[src/rtl/coz_kuyruk.sv]
// Fetch-to-decode queue: buffers fetched instructions in a small FIFO and
// decodes the head into a registered uop stream with a rolling tag.
module coz_kuyruk #(
    parameter int KUYRUK_DERINLIK = 4,
    parameter int ETIKET_BIT      = 4,
    parameter int CSR_EN          = 1
) (
    input  logic                  clk_i,
    input  logic                  rst_i,
    input  logic                  bosalt_i,
    input  logic                  getir_gecerli_i,
    output logic                  getir_hazir_o,
    input  logic [31:0]           getir_buyruk_i,
    input  logic [31:0]           getir_ps_i,
    input  logic                  getir_atladi_i,
    output logic                  yo_gecerli_o,
    input  logic                  yo_hazir_i,
    output logic [31:0]           yo_ps_o,
    output logic                  yo_atladi_o,
    output logic [ETIKET_BIT-1:0] yo_etiket_o,
    output logic [4:0]            yo_islem_o,
    output logic [4:0]            yo_rs1_o,
    output logic [4:0]            yo_rs2_o,
    output logic [4:0]            yo_rd_o,
    output logic                  yo_rs1_en_o,
    output logic                  yo_rs2_en_o,
    output logic                  yo_rd_en_o,
    output logic [31:0]           yo_imm_o,
    output logic [11:0]           yo_csr_o,
    output logic                  yo_csr_en_o,
    output logic                  yo_gecersiz_o
);
    localparam int AW = $clog2(KUYRUK_DERINLIK);
    localparam logic [AW:0]           PTR_BIR    = 1;
    localparam logic [ETIKET_BIT-1:0] ETIKET_BIR = 1;

    localparam logic [4:0] I_NOP = 5'd0,  I_LUI = 5'd1,  I_AUIPC = 5'd2, I_JAL = 5'd3,
                           I_JALR = 5'd4, I_BEQ = 5'd5,  I_BNE = 5'd6,   I_BLT = 5'd7,
                           I_LW = 5'd8,   I_SW = 5'd9,   I_ADDI = 5'd10, I_ADD = 5'd11,
                           I_SUB = 5'd12, I_AND = 5'd13, I_OR = 5'd14,   I_XOR = 5'd15,
                           I_CSRRW = 5'd16;

    logic [31:0] mem_buyruk [KUYRUK_DERINLIK];
    logic [31:0] mem_ps     [KUYRUK_DERINLIK];
    logic        mem_atladi [KUYRUK_DERINLIK];
    logic [AW:0] yaz_ptr, oku_ptr;
    logic [ETIKET_BIT-1:0] etiket_sayac;

    logic bos, dolu, it, yukle;

    assign bos   = (yaz_ptr == oku_ptr);
    assign dolu  = (yaz_ptr[AW] != oku_ptr[AW]) && (yaz_ptr[AW-1:0] == oku_ptr[AW-1:0]);
    assign getir_hazir_o = !dolu;
    assign it    = getir_gecerli_i && !dolu && !bosalt_i;
    assign yukle = !bos && (!yo_gecerli_o || yo_hazir_i) && !bosalt_i;

    always_ff @(posedge clk_i) begin
        if (it) begin
            mem_buyruk[yaz_ptr[AW-1:0]] <= getir_buyruk_i;
            mem_ps[yaz_ptr[AW-1:0]]     <= getir_ps_i;
            mem_atladi[yaz_ptr[AW-1:0]] <= getir_atladi_i;
        end
    end

    always_ff @(posedge clk_i or posedge rst_i) begin
        if (rst_i) begin
            yaz_ptr <= '0;
            oku_ptr <= '0;
        end else if (bosalt_i) begin
            oku_ptr <= yaz_ptr;
        end else begin
            if (it)    yaz_ptr <= yaz_ptr + PTR_BIR;
            if (yukle) oku_ptr <= oku_ptr + PTR_BIR;
        end
    end

    // Head decode
    logic [31:0] b;
    logic [6:0]  opc;
    logic [2:0]  f3;
    logic [6:0]  f7;
    logic [4:0]  d_islem;
    logic        d_rs1_en, d_rs2_en, d_rd_yazar, d_csr_en, d_gecersiz;
    logic [31:0] d_imm;

    assign b   = mem_buyruk[oku_ptr[AW-1:0]];
    assign opc = b[6:0];
    assign f3  = b[14:12];
    assign f7  = b[31:25];

    always_comb begin
        d_islem    = I_NOP;
        d_rs1_en   = 1'b0;
        d_rs2_en   = 1'b0;
        d_rd_yazar = 1'b0;
        d_csr_en   = 1'b0;
        d_gecersiz = 1'b0;
        d_imm      = '0;
        case (opc)
            7'b0110111: begin d_islem = I_LUI;   d_rd_yazar = 1'b1; d_imm = {b[31:12], 12'b0}; end
            7'b0010111: begin d_islem = I_AUIPC; d_rd_yazar = 1'b1; d_imm = {b[31:12], 12'b0}; end
            7'b1101111: begin
                d_islem = I_JAL; d_rd_yazar = 1'b1;
                d_imm = {{11{b[31]}}, b[31], b[19:12], b[20], b[30:21], 1'b0};
            end
            7'b1100111: if (f3 == 3'b000) begin
                d_islem = I_JALR; d_rs1_en = 1'b1; d_rd_yazar = 1'b1;
                d_imm = {{20{b[31]}}, b[31:20]};
            end else d_gecersiz = 1'b1;
            7'b1100011: begin
                d_rs1_en = 1'b1; d_rs2_en = 1'b1;
                d_imm = {{19{b[31]}}, b[31], b[7], b[30:25], b[11:8], 1'b0};
                case (f3)
                    3'b000:  d_islem = I_BEQ;
                    3'b001:  d_islem = I_BNE;
                    3'b100:  d_islem = I_BLT;
                    default: d_gecersiz = 1'b1;
                endcase
            end
            7'b0000011: if (f3 == 3'b010) begin
                d_islem = I_LW; d_rs1_en = 1'b1; d_rd_yazar = 1'b1;
                d_imm = {{20{b[31]}}, b[31:20]};
            end else d_gecersiz = 1'b1;
            7'b0100011: if (f3 == 3'b010) begin
                d_islem = I_SW; d_rs1_en = 1'b1; d_rs2_en = 1'b1;
                d_imm = {{20{b[31]}}, b[31:25], b[11:7]};
            end else d_gecersiz = 1'b1;
            7'b0010011: if (f3 == 3'b000) begin
                d_islem = I_ADDI; d_rs1_en = 1'b1; d_rd_yazar = 1'b1;
                d_imm = {{20{b[31]}}, b[31:20]};
            end else d_gecersiz = 1'b1;
            7'b0110011: begin
                d_rs1_en = 1'b1; d_rs2_en = 1'b1; d_rd_yazar = 1'b1;
                case ({f7, f3})
                    10'b0000000_000: d_islem = I_ADD;
                    10'b0100000_000: d_islem = I_SUB;
                    10'b0000000_111: d_islem = I_AND;
                    10'b0000000_110: d_islem = I_OR;
                    10'b0000000_100: d_islem = I_XOR;
                    default:         d_gecersiz = 1'b1;
                endcase
            end
            7'b1110011: if (CSR_EN != 0 && f3 == 3'b001) begin
                d_islem = I_CSRRW; d_rs1_en = 1'b1; d_rd_yazar = 1'b1; d_csr_en = 1'b1;
            end else d_gecersiz = 1'b1;
            default: d_gecersiz = 1'b1;
        endcase
        // Illegal uops must not carry any operand or write enables.
        if (d_gecersiz) begin
            d_islem    = I_NOP;
            d_rs1_en   = 1'b0;
            d_rs2_en   = 1'b0;
            d_rd_yazar = 1'b0;
            d_csr_en   = 1'b0;
            d_imm      = '0;
        end
    end

    always_ff @(posedge clk_i or posedge rst_i) begin
        if (rst_i) begin
            yo_gecerli_o  <= 1'b0;
            etiket_sayac  <= '0;
            yo_ps_o       <= '0;
            yo_atladi_o   <= 1'b0;
            yo_etiket_o   <= '0;
            yo_islem_o    <= '0;
            yo_rs1_o      <= '0;
            yo_rs2_o      <= '0;
            yo_rd_o       <= '0;
            yo_rs1_en_o   <= 1'b0;
            yo_rs2_en_o   <= 1'b0;
            yo_rd_en_o    <= 1'b0;
            yo_imm_o      <= '0;
            yo_csr_o      <= '0;
            yo_csr_en_o   <= 1'b0;
            yo_gecersiz_o <= 1'b0;
        end else if (bosalt_i) begin
            yo_gecerli_o <= 1'b0;
        end else if (yukle) begin
            yo_gecerli_o  <= 1'b1;
            etiket_sayac  <= etiket_sayac + ETIKET_BIR;
            yo_etiket_o   <= etiket_sayac;
            yo_ps_o       <= mem_ps[oku_ptr[AW-1:0]];
            yo_atladi_o   <= mem_atladi[oku_ptr[AW-1:0]];
            yo_islem_o    <= d_islem;
            yo_rs1_o      <= b[19:15];
            yo_rs2_o      <= b[24:20];
            yo_rd_o       <= b[11:7];
            yo_rs1_en_o   <= d_rs1_en;
            yo_rs2_en_o   <= d_rs2_en;
            yo_rd_en_o    <= d_rd_yazar && (b[11:7] != 5'd0);
            yo_imm_o      <= d_imm;
            yo_csr_o      <= d_csr_en ? b[31:20] : 12'd0;
            yo_csr_en_o   <= d_csr_en;
            yo_gecersiz_o <= d_gecersiz;
        end else if (yo_hazir_i) begin
            yo_gecerli_o <= 1'b0;
        end
    end
endmodule

[config.mk]
export PLATFORM = sky130hd
export DESIGN_NAME = coz_kuyruk
export DESIGN_NICKNAME = d
export VERILOG_FILES = /design/src/rtl/coz_kuyruk.sv
export SDC_FILE = /design/constraint.sdc
export NUM_CORES = 1
export LEC_CHECK = 0
export ABC_AREA = 1
export BUFFER_PORTS_ARGS = -buffer_cell sky130_fd_sc_hd__buf_4
export CORE_ASPECT_RATIO = 1.2
export CORE_MARGIN = 1
export CORE_UTILIZATION = 35
export DETAILED_ROUTE_END_ITERATION = 6
export PLACE_DENSITY_LB_ADDON = 0.12
export REMOVE_ABC_BUFFERS = 1
export SYNTH_ARGS = -nofsm -noshare
export SYNTH_HDL_FRONTEND = slang
export SYNTH_SLANG_ARGS = --single-unit
[constraint.sdc]
create_clock -name clk_i -period 5.6 [get_ports clk_i]
set_input_delay 0.56 -clock clk_i [delete_from_list [all_inputs] [get_ports clk_i]]
set_output_delay 0.56 -clock clk_i [all_outputs]
set_load 0.02 [all_outputs]
==> results of run 1 <==
-- sequential cells by signal (all words and copies together), names as in the netlist --
name	count
yo_rs2_en_o	1
yo_rs1_en_o	1
yo_atladi_o	1
oku_ptr	3
yo_rd_o	5
mem_atladi	4
yo_rs2_o	5
yo_csr_o	12
yo_islem_o	5
yo_rs1_o	5
mem_buyruk	128
yo_gecersiz_o	1
yo_rd_en_o	1
yo_gecerli_o	1
etiket_sayac	4
yaz_ptr	3
mem_ps	128
yo_csr_en_o	1
yo_ps_o	32
yo_imm_o	32
yo_etiket_o	4
-- worst register-to-register path, delay by kind of cell (launching register included) --
kind                   cells  cell delay [ns]
flip-flops                 1             0.56
AND/OR/NAND/NOR           10             1.87
buffers and inverters      3             1.11
-- through the flow --
| stage | hold WS (ns) | std cells | util | setup WS [ns] | setup TNS, ns |
|---|---|---|---|---|---|
| 2_1_floorplan | 0.442 | 1351 | - | -2.02 | -356.81 |
| 3_3_place_gp | 0.455 | 2104 | 0.396 | 2.04 | 0 |
| 3_5_place_dp | 0.459 | 2104 | 0.396 | 1.94 | 0 |
| 4_1_cts | 0.0214 | 2178 | 0.429 | 1.91 | 0 |
| 5_1_grt | 0.0488 | 2178 | 0.429 | 1.52 | 0 |
| 6_report | 0.0265 | 2178 | 0.429 | 1.99 | 0 |
-- cells by family (layout without fill, tap and decap cells) --
family | after synthesis | after routing | synth area share
AO/OA/AOI/OAI | 201 | 201 | 0.0727
XOR/XNOR | 9 | 9 | 0.00509
adder cells (fa/ha/maj) | 6 | 6 | 0.00485
buffers and inverters | 125 | 312 | 0.0365
flip-flops | 377 | 377 | 0.693
AND/OR/NAND/NOR | 714 | 714 | 0.188
-- report_power, final --
group	switching, µW	leakage (µW)	internal (µW)	total (µW)
logic	2360	0.00338	968	3320
registers	204	0.00388	3480	3680
clock network	1080	0.000701	1750	2830
total	3640	0.00796	6200	9840
-- cells in the final DEF (no fill, tap or decap), types with 12 or more instances in the layout --
cell	instances
nor2_1	134
clkbuf_16	42
o21ai_0	106
a21oi_1	32
nand3_1	95
buf_4	192
nand4_1	13
nand2_1	444
edfxtp_1	260
dfrtp_1	115
o31ai_1	12
o22ai_1	39
inv_1	36
-- per-layer routing --
metal	vias to the layer above	share of wire	global-route usage
met4	2	0.021	0.0454
met2	225	0.49	0.303
met1	5120	0.45	0.225
li1	5210	-	-
met3	60	0.043	0.0333
met5	-	0.00033	0
-- layout make-up --
class	instances	area (µm²)	share of cell area
sequential	377	10700	0.573
multi-input combinational	930	4230	0.225
timing repair buffer	194	1480	0.0790
clock buffer	55	1140	0.0608
tap	559	699	0.0373
clock inverter	19	279	0.0149
inverter	44	175	0.00935
-- worst min path at each step --
stage	depth (start not counted)	to	slack [ns]
floorplan	1	etiket_sayac[3]$_DFFE_PP0P_	0.44
global placement	1	etiket_sayac[3]$_DFFE_PP0P_	0.45
detailed placement	1	etiket_sayac[3]$_DFFE_PP0P_	0.46
CTS	2	yo_ps_o[22]$_DFFE_PP0P_	0.02
global route	2	yo_ps_o[21]$_DFFE_PP0P_	0.05
finish	2	yo_rs2_o[2]$_DFFE_PP0P_	0.03
==> impl_metrics.tcl, run 1 <==
set metrics [dict create \
    status "complete, no violations" \
    cts_setup_buffers 0 \
    slowest_stage "buf_4" \
    gp_routability_congestion 0.843 \
    p_per_area_nw_per_um2 525 \
    syn_area_um2 15500 \
    required_ns 6.07 \
    dieArea_um2 45100 \
    drv_slew 0 \
    yosysMostFrequentCell "nand2_1" \
    synth_edf_count 260 \
    area_growth_pct 21.0 \
    max_stage_delay_ns 0.66 \
    cts_buffer_depth 3 \
    die_h_um 232 \
    crit_end "yo_imm_o[13]$_DFFE_PP0P_" \
    nFillCells 4190 \
    r2r_start "oku_ptr[0]$_DFFE_PP0P_" \
    synth_warnings 0 \
    synthTopCellsByCount "444 x nand2_1, 260 x edfxtp_1, 139 x nor2_1" \
    rsz0062_at_grt "false" \
    synthCells 1432 \
    postLayoutCellArea_um2 18700 \
    layout-drive-gt1-share 0.176 \
    num_io_pins 178 \
    grt_overflow 0 \
    hp-class "in2async" \
    worst_setup_path_end_kind "register" \
    max_slew.worst_pin.slew_ns 0.984 \
    grt_usage 0.175 \
    cts.clk_slew.worst_paths_ns 0.06 \
    grt_start_max_net_pins 84 \
    rr_worst_depth 13 \
    crit_top_cell "nand2_1" \
    worstSetupPathType "reg2reg" \
    placed_area_um2 17300 \
    crit_path_max_fanout 72 \
    synth_seq_area_share 0.693 \
    drtAntennaViolNets 0 \
    min_period_over_period 0.644 \
    critPathTopFamily "simple AND/OR/NAND/NOR gates" \
    ys_async_sr_fraction 0.310 \
    cts_buffers 40 \
    clock_sinks 377 \
    p_leak_uw 0.00796 \
    cap_violations 0 \
    n_antenna_cell 0 \
    syn_area_per_cell_um2 10.8 \
    ys_ff_latch 377 \
    cp_cell_sequence "buf_4 > nand2_1 > nand3_1 > nand2_2 > inv_1 > nand3_1 > inv_1 > nand2_1 > nand3_1 > nand2_1 > nand2_1 > nand3_1 > nand2_1" \
    initial_core_util 0.354 \
    grt_pass1_vias 10495 \
    die_x_um 194 \
    layout.nets 1663 \
    fmax_mhz 277 \
    post_drt_wl_per_cell_um 18.1 \
    coreArea_um2 43700 \
    path_depth 13 \
    numPortBuffers 177 \
    synthFlopType "edfxtp_1" \
    grt_pass1_wl_um 61400 \
    reg2reg_slack_ns 1.99 \
    startpoint "oku_ptr[0]$_DFFE_PP0P_" \
    path_buf_inv 3 \
    fin_skew_ns 0.0143 \
    rows 84 \
    drtIter0Drc 582 \
    first_pass_iters 5 \
    vias_per_cell 4.87 \
    fin_crit_ns 3.61 \
    vdd_drop_max_uv 217 \
    crit_path_start_kind "register" \
    route.detailed.drc 0 \
    synth_area_leaders "edfxtp_1 50%, dfrtp_1 19%, nand2_1 11%, o21ai_0 3.4%, nor2_1 3.4%" \
    total_power_uw 9840 \
    via_count 10617 \
    clkLatencyLatePin_ns 0.54 \
    h-tree-depth 2 \
    ctsResizeCount 0 \
    synth_cell_types 33 \
    antenna_found_initial 1 \
    arrival_ns 4.08 \
    synth_top_cell_area_share 0.504 \
    hold_buffers 0 \
    tritoncts "yes" \
    setup_viol 0 \
    totalWireLength_um 39400 \
    finalHoldViolations 0 \
    max_slew_margin 0.342 \
    yosysTopAreaCell "edfxtp_1" \
    cts_root_buffer "clkbuf_16" \
    r2r-end "yo_imm_o[13]$_DFFE_PP0P_" \
    hpwlAfterDp_um 24400 \
]
Power figures use the tool's default switching activity.
==> run 2, diff against run 1 <==
clock period = 3.4 ns   (was 5.6 ns; I/O delays follow)
==> impl_metrics.tcl, run 2 (synthesis gave the netlist of run 1 again) <==
set metrics [dict create \
    pre_cts_ws_ns 0.251 \
    cts_buffer_depth 3 \
    vias_per_cell 4.91 \
    worstSetupPathType "reg2reg" \
    cap_violations 0 \
    vdd_drop_max_uv 430 \
    hp-class "in2reg" \
    arrival_ns 3.30 \
    gp_routability_congestion 0.857 \
    die_h_um 232 \
    seqCellArea_um2 10700 \
    setup_ws_ns 0.327 \
    first_pass_iters 5 \
    grt_pass1_vias 10851 \
    hold_buffers 49 \
    initial_core_util 0.354 \
    status "complete, no violations" \
    fmax_mhz 325 \
    grt_pass1_wl_um 63400 \
    layout-drive-gt1-share 0.175 \
    post_drt_wl_per_cell_um 18.1 \
    setup_viol 0 \
    rsz0062_at_grt "false" \
    fin_crit_ns 3.07 \
    route.detailed.drc 0 \
    drtIter0Drc 610 \
    h-tree-depth 2 \
    final_cell_mix "444 x nand2_1, 260 x edfxtp_1, 202 x buf_4, 134 x nor2_1, 115 x dfrtp_1" \
    setup_tns_ns 0 \
    slowest_stage "nor2_4" \
    grt_start_max_net_pins 100 \
    cts_buffers 41 \
    clkLatencyLatePin_ns 0.54 \
    numPortBuffers 177 \
    ctsResizeCount 0 \
    coreArea_um2 43700 \
    max_slew.worst_pin.slew_ns 0.759 \
    totalWireLength_um 40700 \
    final_common_cell "nand2_1" \
    required_ns 3.63 \
    die_x_um 194 \
    area_growth_pct 24.8 \
    drtAntennaViolNets 0 \
    finalHoldViolations 0 \
    postLayoutCellArea_um2 19300 \
    min_period_over_period 0.904 \
    crit_path_start_kind "register" \
    p_per_area_nw_per_um2 840 \
    multiInputGateArea_um2 4230 \
    antenna_found_initial 3 \
    cts_setup_buffers 0 \
    crit_path_max_fanout 99 \
    grt_usage 0.181 \
    placed_area_um2 17500 \
    layout.nets 1729 \
    hpwlAfterDp_um 25500 \
    p_leak_uw 0.00822 \
    cts.clk_slew.worst_paths_ns 0.06 \
    fin_skew_ns 0.0198 \
    dieArea_um2 45100 \
    max_slew_margin 0.494 \
    reg2reg_slack_ns 0.33 \
    nFillCells 4178 \
    num_io_pins 178 \
    tritoncts "yes" \
    drv_slew 0 \
    cp_cell_sequence "buf_12 > xnor2_1 > nand3b_1 > nand3_1 > nor2_4 > buf_4" \
    via_count 11026 \
    cts_root_buffer "clkbuf_16" \
    rows 84 \
    clock_sinks 377 \
    max_stage_delay_ns 0.65 \
    worst_setup_path_end_kind "register" \
    grt_overflow 0 \
]
## run 2: metrics by stage
step | hold slack, ns | instances | utilization | power (µW)
final | 0.0198 | 2246 | 0.442 | 16200
after global routing | 0.00116 | 2246 | 0.442 | 17300
after CTS | 0.00113 | 2244 | 0.442 | 16500
after detailed placement | 0.446 | 2119 | 0.400 | 12000
after global placement | 0.443 | 2119 | 0.400 | 11900
after floorplan | 0.439 | 1351 | - | 9620
## run 2: critical path: cells and delay by family (launching register included)
family                    cells  cell delay [ns]
and+or+nand+nor               3             1.36
xor gates and xnor gates      1             0.18
buffers and inverters         2             0.74
DFF                           1             0.44
## run 2: metal layers
layer / up-vias / wire (µm) / track usage
li1: 5369 / - / -
met4: 4 / 1060 / 0.0595
met2: 260 / 19600 / 0.311
met3: 61 / 1760 / 0.0297
met5: - / 24 / 0
met1: 5332 / 18300 / 0.234
## run 2: final timing paths
path | startpoint | endpoint | cells past startpoint
worst max-delay path | oku_ptr[0]$_DFFE_PP0P_ | mem_buyruk[3][4]$_DFFE_PP_ | 6
worst min-delay path | getir_buyruk_i[17] | mem_buyruk[2][17]$_DFFE_PP_ | 1
worst max register to register | oku_ptr[0]$_DFFE_PP0P_ | mem_buyruk[3][4]$_DFFE_PP_ | 6
worst min register to register | etiket_sayac[3]$_DFFE_PP0P_ | etiket_sayac[3]$_DFFE_PP0P_ | 1
max in group asynchronous | rst_i | yo_rd_o[3]$_DFFE_PP0P_ | 4
min in group asynchronous | rst_i | yo_ps_o[2]$_DFFE_PP0P_ | 3
## run 2: area by class of cell
class	count	share of cell area
Sequential cell	377	0.556
Multi-Input combinational cell	930	0.219
Timing Repair Buffer	259	0.112
Clock buffer	51	0.0572
Tap cell	559	0.0362
Clock inverter	25	0.0117
Inverter	44	0.00906
Antenna cell	1	0.000129
## run 2: where the power goes
part           leakage (µW)  internal [µW]  total, µW  switching, µW
clock network      0.000652           2620       4390           1780
registers           0.00388           5730       6040            307
logic               0.00369           1760       5800           4040
total               0.00822          10100      16200           6130
==> run 3, diff against run 2 <==
CELL_PAD_IN_SITES_DETAIL_PLACEMENT = 1   (was not set)
CELL_PAD_IN_SITES_GLOBAL_PLACEMENT = 2   (was not set)
==> impl_metrics.tcl, run 3 (synthesis gave the netlist of run 1 again) <==
set metrics [dict create \
    nFillCells 4790 \
    vias_per_cell 4.88 \
    min_to "oku_ptr[2]$_DFFE_PP0P_" \
    arrival_ns 3.50 \
    crit_path_start_kind "register" \
    rows 84 \
    p_per_area_nw_per_um2 837 \
    cts_buffers 42 \
    route.detailed.drc 0 \
    required_ns 3.91 \
    p_clk_frac 0.269 \
    reg2reg_slack_ns 0.41 \
    rr_worst_depth 13 \
    totalWireLength_um 42700 \
    post_drt_wl_per_cell_um 18.9 \
    finalHoldViolations 0 \
    layout-drive-gt1-share 0.176 \
    coreArea_um2 43700 \
    slowest_stage "dfrtp_4" \
    multiInputGateArea_um2 4230 \
    cap_violations 0 \
    fmax_mhz 334 \
    comb_power_share 0.357 \
    h-tree-depth 2 \
    vdd_drop_max_uv 624 \
    switching_share 0.386 \
    hold_depth 3 \
    max_slew_margin 0.455 \
    hp-class "in2reg" \
    max_stage_delay_ns 0.65 \
    numPortBuffers 177 \
    final_common_cell "nand2_1" \
    ctsResizeCount 0 \
    fin_skew_ns 0.0181 \
    grt_usage 0.194 \
    cts_buffer_depth 3 \
    tritoncts "yes" \
    seqCellArea_um2 10700 \
    grt_start_max_net_pins 81 \
    via_count 11052 \
    fin_cells 2264 \
    area_growth_pct 26.1 \
    num_io_pins 178 \
    initial_core_util 0.354 \
    drv_slew 0 \
    die_x_um 194 \
    layout.nets 1746 \
    clock_sinks 377 \
    first_pass_iters 6 \
    r2r_start "oku_ptr[0]$_DFFE_PP0P_" \
    final_cell_mix "444 x nand2_1, 260 x edfxtp_1, 200 x buf_4, 134 x nor2_1, 115 x dfrtp_1" \
    gp_routability_congestion 0.825 \
    status "complete, no violations" \
    min_period_over_period 0.879 \
    placed_cells 2119 \
    cp_cell_sequence "inv_4 > buf_4 > nand2_1 > nand3_1 > nand2_1 > nand2_1 > nor2_2 > nand3b_1 > nand3_1 > nor2_2 > nor2_8 > nand3_1 > nand2_1" \
    grt_overflow 0 \
    rsz0062_at_grt "false" \
    placed_area_um2 17500 \
    p_seq_frac 0.374 \
    p_int_uw 10000 \
    grt_pass1_vias 11696 \
    setup_viol 0 \
    fin_crit_ns 2.99 \
    drtAntennaViolNets 0 \
    worst_setup_path_end_kind "register" \
    crit_path_max_fanout 35 \
    hpwlAfterDp_um 27000 \
    antenna_found_initial 4 \
    clkLatencyLatePin_ns 0.57 \
    cts_root_buffer "clkbuf_16" \
    postLayoutCellArea_um2 19500 \
    grt_pass1_wl_um 67800 \
    p_leak_uw 0.00829 \
    die_h_um 232 \
    hold_path_startpoint "bosalt_i" \
    drtIter0Drc 451 \
    crit_top_cell "nand2_1" \
    cts.clk_slew.worst_paths_ns 0.06 \
    r2r-end "yo_imm_o[7]$_DFFE_PP0P_" \
    max_slew.worst_pin.slew_ns 0.817 \
    power_switching_uw 6310 \
    worstSetupPathType "reg2reg" \
    dieArea_um2 45100 \
]
[run 3: cell types whose count changed in the layout (fill, tap and decap cells not counted), sizes merged]
cell / delta
clkbuf: +7
bufinv: -2
dlygate4sd3: +16
clkinv: -4
clkinvlp: +1
[run 3: worst max path at each step]
stage / startpoint / end / slack [ns] / cells after the start
finish: oku_ptr[0]$_DFFE_PP0P_ / yo_imm_o[7]$_DFFE_PP0P_ / 0.41 / 13
global route: oku_ptr[0]$_DFFE_PP0P_ / yo_imm_o[3]$_DFFE_PP0P_ / 0.002 / 13
CTS: oku_ptr[0]$_DFFE_PP0P_ / yo_imm_o[3]$_DFFE_PP0P_ / 0.34 / 13
detailed placement: oku_ptr[0]$_DFFE_PP0P_ / yo_imm_o[3]$_DFFE_PP0P_ / 0.36 / 13
global placement: oku_ptr[0]$_DFFE_PP0P_ / yo_imm_o[19]$_DFFE_PP0P_ / 0.47 / 13
floorplan: oku_ptr[0]$_DFFE_PP0P_ / yo_csr_o[0]$_DFFE_PP0P_ / -4.22 / 6
[run 3: per-layer routing]
metal	vias to the layer above	global-route usage	wire length, µm	share of wire
li1	5362	-	-	-
met1	5430	0.244	18900	0.44
met2	186	0.341	21200	0.50
met3	68	0.0351	1570	0.037
met4	6	0.0570	972	0.023
met5	-	0	30	0.00070
[run 3: power by group through the flow]
stage               combinational [µW]  sequential (µW)  clock (µW)
CTS                               5970             6130        4530
floorplan                         2910             6710           0
detailed placement                5890             6210           0
finish                            5830             6110        4410
global route                      6530             6210        4680
global placement                  5800             6200           0
[run 3: per-stage QoR]
step | TNS (ns) | utilization | power (µW) | hold slack [ns] | worst slack [ns]
2_1_floorplan | -1186.38 | - | 9620 | 0.439 | -4.22
3_3_place_gp | 0 | 0.401 | 12000 | 0.457 | 0.473
3_5_place_dp | 0 | 0.401 | 12100 | 0.460 | 0.362
4_1_cts | 0 | 0.447 | 16600 | 0.0314 | 0.337
5_1_grt | 0 | 0.447 | 17400 | 0.0702 | 0.00238
6_report | 0 | 0.447 | 16400 | 0.0634 | 0.410
[run 3: final cells by class]
class,instances,area share
clock inverter,20,0.0106
inverter,44,0.00897
multi-input combinational,930,0.216
sequential,377,0.550
clock buffer,58,0.0584
antenna,1,0.000128
tap,559,0.0358
timing repair buffer,275,0.120
[run 3: worst max-delay path, delay by kind of cell (launching register included)]
kind	cells	cell delay [ns]
buffers and inverters	2	0.48
flip-flops	1	0.65
AND/OR/NAND/NOR	11	1.74
[run 3: repair_timing]
action / 4_1_cts / 5_1_grt
hold buffers: 66 / 0
endpoints found under the setup margin: 0 / 2
endpoints found under the hold margin: 338 / 0
buffers inserted: 0 / 0
